===== src/rtl/reg_writeback_queue.sv =====
// In-order register-file write queue: MEM/ALU producers enqueue, one write drains per cycle.
// Define REG_WB_BYPASS_EN to forward queued data onto RD1/RD2.
module reg_writeback_queue #(
  parameter int DEPTH = 4,
  parameter int AW    = 5,
  parameter int DW    = 32
) (
  input  logic                     CLK,
  input  logic                     RST,
  input  logic                     ALU_VALID,
  input  logic [AW-1:0]            ALU_RD,
  input  logic [DW-1:0]            ALU_DATA,
  output logic                     ALU_READY,
  input  logic                     MEM_VALID,
  input  logic [AW-1:0]            MEM_RD,
  input  logic [DW-1:0]            MEM_DATA,
  output logic                     MEM_READY,
  input  logic                     DRAIN_EN,
  output logic [AW-1:0]            A3,
  output logic [DW-1:0]            WD,
  output logic                     WE,
  input  logic [AW-1:0]            A1,
  input  logic [AW-1:0]            A2,
  input  logic [DW-1:0]            RD1_RF,
  input  logic [DW-1:0]            RD2_RF,
  output logic [DW-1:0]            RD1,
  output logic [DW-1:0]            RD2,
  output logic                     FULL,
  output logic                     EMPTY,
  output logic [$clog2(DEPTH):0]   COUNT
);

  localparam int PW = $clog2(DEPTH);
  localparam int CW = PW + 1;

  // Handshake: a producer transfers when VALID && READY at a rising edge and
  // holds rd/data stable while VALID && !READY. READY depends only on the
  // registered count (plus MEM_VALID for the ALU, since MEM wins arbitration).

  logic [AW-1:0] rd_mem_q   [DEPTH];
  logic [AW-1:0] rd_mem_d   [DEPTH];
  logic [DW-1:0] data_mem_q [DEPTH];
  logic [DW-1:0] data_mem_d [DEPTH];
  logic [PW-1:0] wr_ptr_q, wr_ptr_d;
  logic [PW-1:0] rd_ptr_q, rd_ptr_d;
  logic [CW-1:0] count_q, count_d;

  logic          mem_fire, alu_fire, push, pop;
  logic [AW-1:0] enq_rd;
  logic [DW-1:0] enq_data;

  assign FULL      = (count_q == CW'(DEPTH));
  assign EMPTY     = (count_q == '0);
  assign COUNT     = count_q;
  assign MEM_READY = !FULL;
  assign ALU_READY = !FULL && !MEM_VALID;

  assign A3 = EMPTY ? '0 : rd_mem_q[rd_ptr_q];
  assign WD = EMPTY ? '0 : data_mem_q[rd_ptr_q];
  assign WE = pop;

  always_comb begin
    mem_fire   = MEM_VALID && MEM_READY;
    alu_fire   = ALU_VALID && ALU_READY;
    enq_rd     = mem_fire ? MEM_RD : ALU_RD;
    enq_data   = mem_fire ? MEM_DATA : ALU_DATA;
    // Writes to x0 complete the handshake but never occupy an entry.
    push       = (mem_fire || alu_fire) && (enq_rd != '0);
    pop        = !EMPTY && DRAIN_EN;
    rd_mem_d   = rd_mem_q;
    data_mem_d = data_mem_q;
    wr_ptr_d   = wr_ptr_q;
    rd_ptr_d   = rd_ptr_q;
    if (push) begin
      rd_mem_d[wr_ptr_q]   = enq_rd;
      data_mem_d[wr_ptr_q] = enq_data;
      wr_ptr_d             = wr_ptr_q + 1'b1;
    end
    if (pop) begin
      rd_ptr_d = rd_ptr_q + 1'b1;
    end
    count_d = count_q + CW'(push) - CW'(pop);
  end

  always_ff @(posedge CLK) begin
    if (RST) begin
      wr_ptr_q <= '0;
      rd_ptr_q <= '0;
      count_q  <= '0;
    end else begin
      wr_ptr_q <= wr_ptr_d;
      rd_ptr_q <= rd_ptr_d;
      count_q  <= count_d;
    end
  end

  always_ff @(posedge CLK) begin
    rd_mem_q   <= rd_mem_d;
    data_mem_q <= data_mem_d;
  end

`ifdef REG_WB_BYPASS_EN
  // Walk oldest to youngest so the youngest matching entry wins; the head
  // being written this cycle is still in the window, the incoming request is not.
  always_comb begin
    logic [PW-1:0] idx;
    RD1 = RD1_RF;
    RD2 = RD2_RF;
    idx = rd_ptr_q;
    for (int k = 0; k < DEPTH; k++) begin
      idx = rd_ptr_q + PW'(k);
      if (CW'(k) < count_q) begin
        if (A1 != '0 && rd_mem_q[idx] == A1) RD1 = data_mem_q[idx];
        if (A2 != '0 && rd_mem_q[idx] == A2) RD2 = data_mem_q[idx];
      end
    end
  end
`else
  logic unused_read_addr;
  assign unused_read_addr = ^{A1, A2};
  assign RD1 = RD1_RF;
  assign RD2 = RD2_RF;
`endif

endmodule


===== config.mk =====
export PLATFORM = sky130hd
export DESIGN_NAME = reg_writeback_queue
export DESIGN_NICKNAME = d
export VERILOG_FILES = /design/src/rtl/reg_writeback_queue.sv
export SDC_FILE = /design/constraint.sdc
export NUM_CORES = 1
export LEC_CHECK = 0
export BUFFER_PORTS_ARGS = -buffer_cell sky130_fd_sc_hd__buf_2
export CAP_MARGIN = 15
export CORE_AREA = 2 2 116 146
export DETAILED_ROUTE_END_ITERATION = 10
export DIE_AREA = 0 0 118 148
export GPL_TIMING_DRIVEN = 1
export PLACE_DENSITY = 0.74
export SKIP_LAST_GASP = 1
export SLEW_MARGIN = 20
export SYNTH_ARGS = -nofsm -noshare
export SYNTH_HDL_FRONTEND = slang
export SYNTH_SLANG_ARGS = --single-unit

===== constraint.sdc =====
create_clock -name CLK -period 3.1 [get_ports CLK]
set_clock_uncertainty 0.15 [all_clocks]
set_input_delay 0.93 -clock CLK [delete_from_list [all_inputs] [get_ports CLK]]
set_output_delay 0.93 -clock CLK [all_outputs]
set_load 0.01 [all_outputs]

### Word-level counts from Yosys, hierarchy flattened

Index checks and enable logic that the tools add are counted.

* register bits after elaboration: 155
* input bits: 153
* output and inout port bits: 109
* word-level logic and storage cells: 49

* add/sub/neg operators: 4
* $lt $le $gt $ge: 3
* equal/unequal tests: 1
* multiplexer cells: 16
* bitwise gates (word level): 2
* reductions and logical operators: 12

Operators by type and width (count)
* 32-bit 2-to-1 mux: 5
* 128-bit bitwise mux: 1
* 32-bit binary-select mux with 2-bit select: 1
* 32-bit demux with 2-bit select: 1
* 5-bit 2-to-1 mux: 5
* 20-bit bitwise mux: 1
* 5-bit binary-select mux with 2-bit select: 1
* 5-bit demux with 2-bit select: 1
* 3-bit >= comparator (second input constant): 2
* 1-bit logical AND: 6
* 2-bit inverter with 3-bit output: 2
* 5-bit nonzero test: 1
* 2-bit by 1-bit adder with 2-bit output (second input constant): 2
* 3-bit by 1-bit adder with 3-bit output: 1
* 3-bit equality test (second input constant): 1
* 1-bit zero test: 3
* 3-bit zero test: 1
* 3-bit by 1-bit < comparator with 1-bit output (second input constant): 1
* 3-bit by 1-bit subtractor with 3-bit output: 1
* 1-bit logical OR: 1

### Logic depth before layout (Yosys ltp)

* depth in word-level cells: 8
* mapped depth: 14
* mapped depth without buffers: 14

### Least setup slack after synthesis

No wires, ideal clock.

* path kind: input to register
* start point: input ALU_RD[1]
* end point: register count_q[2] (netlist: COUNT[2])
* library setup time: 0.125 ns
* arrival time: 2.634 ns
* data required time: 2.825 ns
* slack: 0.191 ns
* stages: 12
* buffers on the path: 0
* cell sequence: nor3_1 > nand2_1 > a32o_2 > inv_2 > ha_1 > inv_1 > ha_1 > inv_1 > fa_1 > xor2_1 > xnor2_1 > nor2_1

* longest elaborated chain between the ends: 5

Ends and longest elaborated chain
* from (decl): line 11 `input logic [AW-1:0] ALU_RD,`
* 5-bit 2-to-1 mux: line 65 `enq_rd = mem_fire ? MEM_RD : ALU_RD;`
* 5-bit nonzero test: line 68 `push = (mem_fire || alu_fire) && (enq_rd != '0);`
* 1-bit logical AND: line 68
* 3-bit by 1-bit adder with 3-bit output: line 82 `count_d = count_q + CW'(push) - CW'(pop);`
* 3-bit by 1-bit subtractor with 3-bit output: line 82
* to (signal assigned): line 93 `count_q <= count_d;`
* to (decl): line 46 `logic [CW-1:0] count_q, count_d;`

Every way passes these cells.
A chain may end at the register's enable or synchronous reset.

### Worst setup path after layout

* start point: register rd_ptr_q[0]
* end point: output WD[12]

* longest elaborated chain between the ends: 5

Ends and longest elaborated chain
* from (decl): line 45 `logic [PW-1:0] rd_ptr_q, rd_ptr_d;`
* from (signal assigned): line 92 `rd_ptr_q <= rd_ptr_d;`
* 2-bit inverter with 3-bit output (implied by the code): line 59 `assign WD = EMPTY ? '0 : data_mem_q[rd_ptr_q];`
* 32-bit binary-select mux with 2-bit select: line 59
* 32-bit 2-to-1 mux (implied by the code) (2 in a row): line 59
* 32-bit 2-to-1 mux: line 59
* to (decl): line 20 `output logic [DW-1:0] WD,`

Every way passes these cells. The select of a mux whose other input is x is not followed.

==> impl_metrics.csv <==
group,metric,value,unit
outcome,status,"finished clean",
grt,overflow,0,
clock_network,postCtsHoldBufs,0,
sta,fmax,0.333,GHz
grt,antenna_found_initial,0,
critical_path,end_kind,"output port",
sta,hold_slack,393,ps
grt,track_usage,18.1,%
floorplanning,io_pins,262,
drt,ant_nets,0,
grt,grt_pass1_vias,3906,
critical_path,cp_slowest_stage_delay,500,ps
sta,period_share,96.9,%
cells_and_area,finalNetCount,628,
placement,pre_cts_ws,-66.9,ps
sta,finalSetupTns,0,ps
sta,final-hold-violation-count,0,
grt,grt_pass1_wl,22800,um
yosys,synth_seq_cells,155,
yosys,synth-edff-count,148,
drt,drc,0,
pwr,combinationalPowerShare,30.8,%
pwr,irDropWorstVdd,0.567,mV
drt,routedWlPerCell,21.8,um
yosys,synth_area_leaders,"edfxtp_1, mux4_2, buf_4",
clock_network,cts_root_buf,"clkbuf_16",
drt,wirelength,15200,um
critical_path,startpoint_type,"flop",
sta,worstMarginPinSlew,1030,ps
cells_and_area,diodes,0,
pwr,p_leak,3.01,nW
placement,dpl.hpwl,10500,um
critical_path,slowest_stage,"mux4_2",
clock_network,clk_path_buf_depth,2,
yosys,ys_types,30,
yosys,synth_area_leader_cell,"edfxtp_1",
pwr,powerDensity,858,mW/mm^2
clock_network,cts_tree,"yes",
yosys,ys_async_sr_fraction,0,%
grt,grt_max_degree,38,
clock_network,cts_buffers,17,
sta,setup_violations,0,
clock_network,post_cts_buffers,0,
pwr,netSwitchingPower,1.99,mW
placement,port_buffers,123,
floorplanning,die_h,148,um
drt,drt_iter0_markers,172,
drt,vias,3537,
yosys,yosysSeqAreaShare,64.2,%
sta,drv_slew,0,
pwr,seq_power_share,40.6,%
cells_and_area,area_delta_synth_final,13.9,%
critical_path,crit_path_max_fanout,16,
critical_path,worstPathCellList,"buf_12 > mux4_2 > nor2b_1 > buf_2",
floorplanning,rows,52,
sta,layout_setup_ws,97.0,ps
critical_path,path_class,"flop to output port",
yosys,synthDominantCellAreaShare,62.2,%
cells_and_area,drive_gt1_share,53.2,%
critical_path,arrival,1920,ps
yosys,synth_ff_type,"edfxtp_1",
yosys,yosys_warnings,0,
pwr,internal_power,4.99,mW
run,maxCapViolCount,0,
clock_network,cts_sinks,155,
critical_path,critPathRequiredTime,2020,ps
floorplanning,dieArea,0.0175,mm^2
sta,fin_crit,3000,ps
min_path,min_path_type,"flop to flop",
sta,slew-limit-headroom,31.6,%
pwr,p_clk_share,28.6,%
cells_and_area,fillers,1308,
clock_network,cts.clk_slew.worst_paths,60,ps
drt,viasPerCell,5.07,
pwr,p_sw_share,28.5,%
floorplanning,initial_core_util,44.4,%
yosys,postSynthAreaPerCell,18.2,um^2
sta,rsz0062_at_grt,"yes",
drt,dr.pass1.iters,4,
clock_network,ctsResizeCount,1,
yosys,synth_cells,393,
clock_network,ctsHtreeMaxLevel,4,
yosys,syn_nets,553,
floorplanning,fp.dieW,118,um
clock_network,clock_latency,410,ps
placement,gp_congestion,0.712,
floorplanning,coreArea,0.0161,mm^2
yosys,synth_area,0.00714,mm^2
[layer usage]
layer  vias up  share of wire [%]  GRT usage [%]  routed length (um)
li1       1570                  -              -                   -
met1      1759                 34           18.4                5140
met2       145                 50           29.8                7590
met3        63                 12           9.45                1780
met4         0                4.3           10.5                 650
met5         -                  0              0                   0
[power by group through the flow]
| stage | Combinational (mW) | Clock, mW | Sequential [mW] |
|---|---|---|---|
| after floorplan | 1.56 | 0 | 2.83 |
| after global placement | 2.15 | 0 | 2.85 |
| after detailed placement | 2.19 | 0 | 2.87 |
| after CTS | 2.21 | 2.04 | 2.83 |
| after global routing | 2.34 | 2.13 | 2.86 |
| final | 2.15 | 1.99 | 2.83 |
[critical path, delay by kind of cell (launching register included)]
| family | cells | cell delay (ps) |
|---|---|---|
| buffers and inverters | 2 | 370 |
| flip-flops | 1 | 440 |
| multiplexers | 1 | 500 |
| AND/OR/NAND/NOR | 1 | 200 |
[state kept, by name, indices dropped and copies added (netlist names)]
register and cells:
wr_ptr_q 2, COUNT 3, data_mem_q 128, rd_mem_q 20, rd_ptr_q 2
[cell usage in the layout, fill, tap and decap left out]
cell / n
inv_6: 1
clkinv_2: 3
xor2_1: 2
nand3b_1: 1
dfxtp_1: 5
mux4_2: 37
buf_2: 123
inv_2: 2
nand2_1: 2
nor3_1: 2
dfxtp_2: 1
clkbuf_16: 17
nor2b_4: 1
inv_1: 4
nor3_4: 1
clkbuf_8: 2
clkinvlp_4: 5
mux2i_1: 1
buf_4: 12
xnor2_1: 2
fa_1: 1
nor2_4: 1
dfxtp_4: 1
and2_2: 4
edfxtp_1: 148
nor2_2: 1
nand2b_1: 2
mux2_2: 7
nor2_1: 8
clkbuf_1: 2
a32o_2: 1
buf_12: 2
mux2_4: 31
ha_1: 6
bufinv_16: 2
nor2b_1: 39
nand2_2: 1
[metrics by stage]
step | cells | cell area, um^2 | util (%) | total power [mW]
after floorplan | 393 | 7140 | - | 4.39
after global placement | 665 | 7550 | 47.0 | 5.00
after detailed placement | 665 | 7550 | 47.0 | 5.07
after CTS | 697 | 8130 | 50.6 | 7.08
after global routing | 697 | 8130 | 50.6 | 7.33
final | 697 | 8130 | 50.6 | 6.98
[synthesized netlist by cell type (3+ instances only)]
library cell / n
and2_1: 4
edfxtp_1: 148
clkbuf_1: 5
buf_4: 66
buf_2: 4
inv_1: 4
mux2_2: 7
nor2_1: 8
nor2b_1: 39
buf_6: 3
mux4_2: 37
ha_1: 6
dfxtp_1: 7
buf_12: 3
mux2_4: 31
[path summary, 6_finish.rpt]
kind	endpoint	slack (ps)	start	cells after the start
setup / recovery	WD[12]	100	rd_ptr_q[0]$_SDFFE_PP0P_	4
hold / removal	wr_ptr_q[1]$_SDFFE_PP0P_	390	wr_ptr_q[1]$_SDFFE_PP0P_	2
setup reg to reg	COUNT[2]$_SDFF_PP0_	520	COUNT[1]$_SDFF_PP0_	14
hold reg to reg	wr_ptr_q[1]$_SDFFE_PP0P_	390	wr_ptr_q[1]$_SDFFE_PP0P_	2
[final cells by class]
type | instances | area (um^2) | share of cell area [%]
inverter | 6 | 22.5 | 0.277
tap | 216 | 270 | 3.32
multi-input combinational | 151 | 1920 | 23.7
clock inverter | 11 | 121 | 1.49
sequential | 155 | 4590 | 56.4
timing repair buffer | 137 | 746 | 9.17
clock buffer | 21 | 460 | 5.66
[kinds of logic after synthesis]
| kind of cell | count (synthesis) | synth area share (%) |
|---|---|---|
| compound gates | 1 | 0.158 |
| xor+xnor | 4 | 0.491 |
| fa+ha+maj | 7 | 1.33 |
| buf+inv | 87 | 9.11 |
| flops | 155 | 64.2 |
| mux | 76 | 19.4 |
| simple gates | 63 | 5.31 |
No activity file was read; power rests on OpenSTA's default activity.
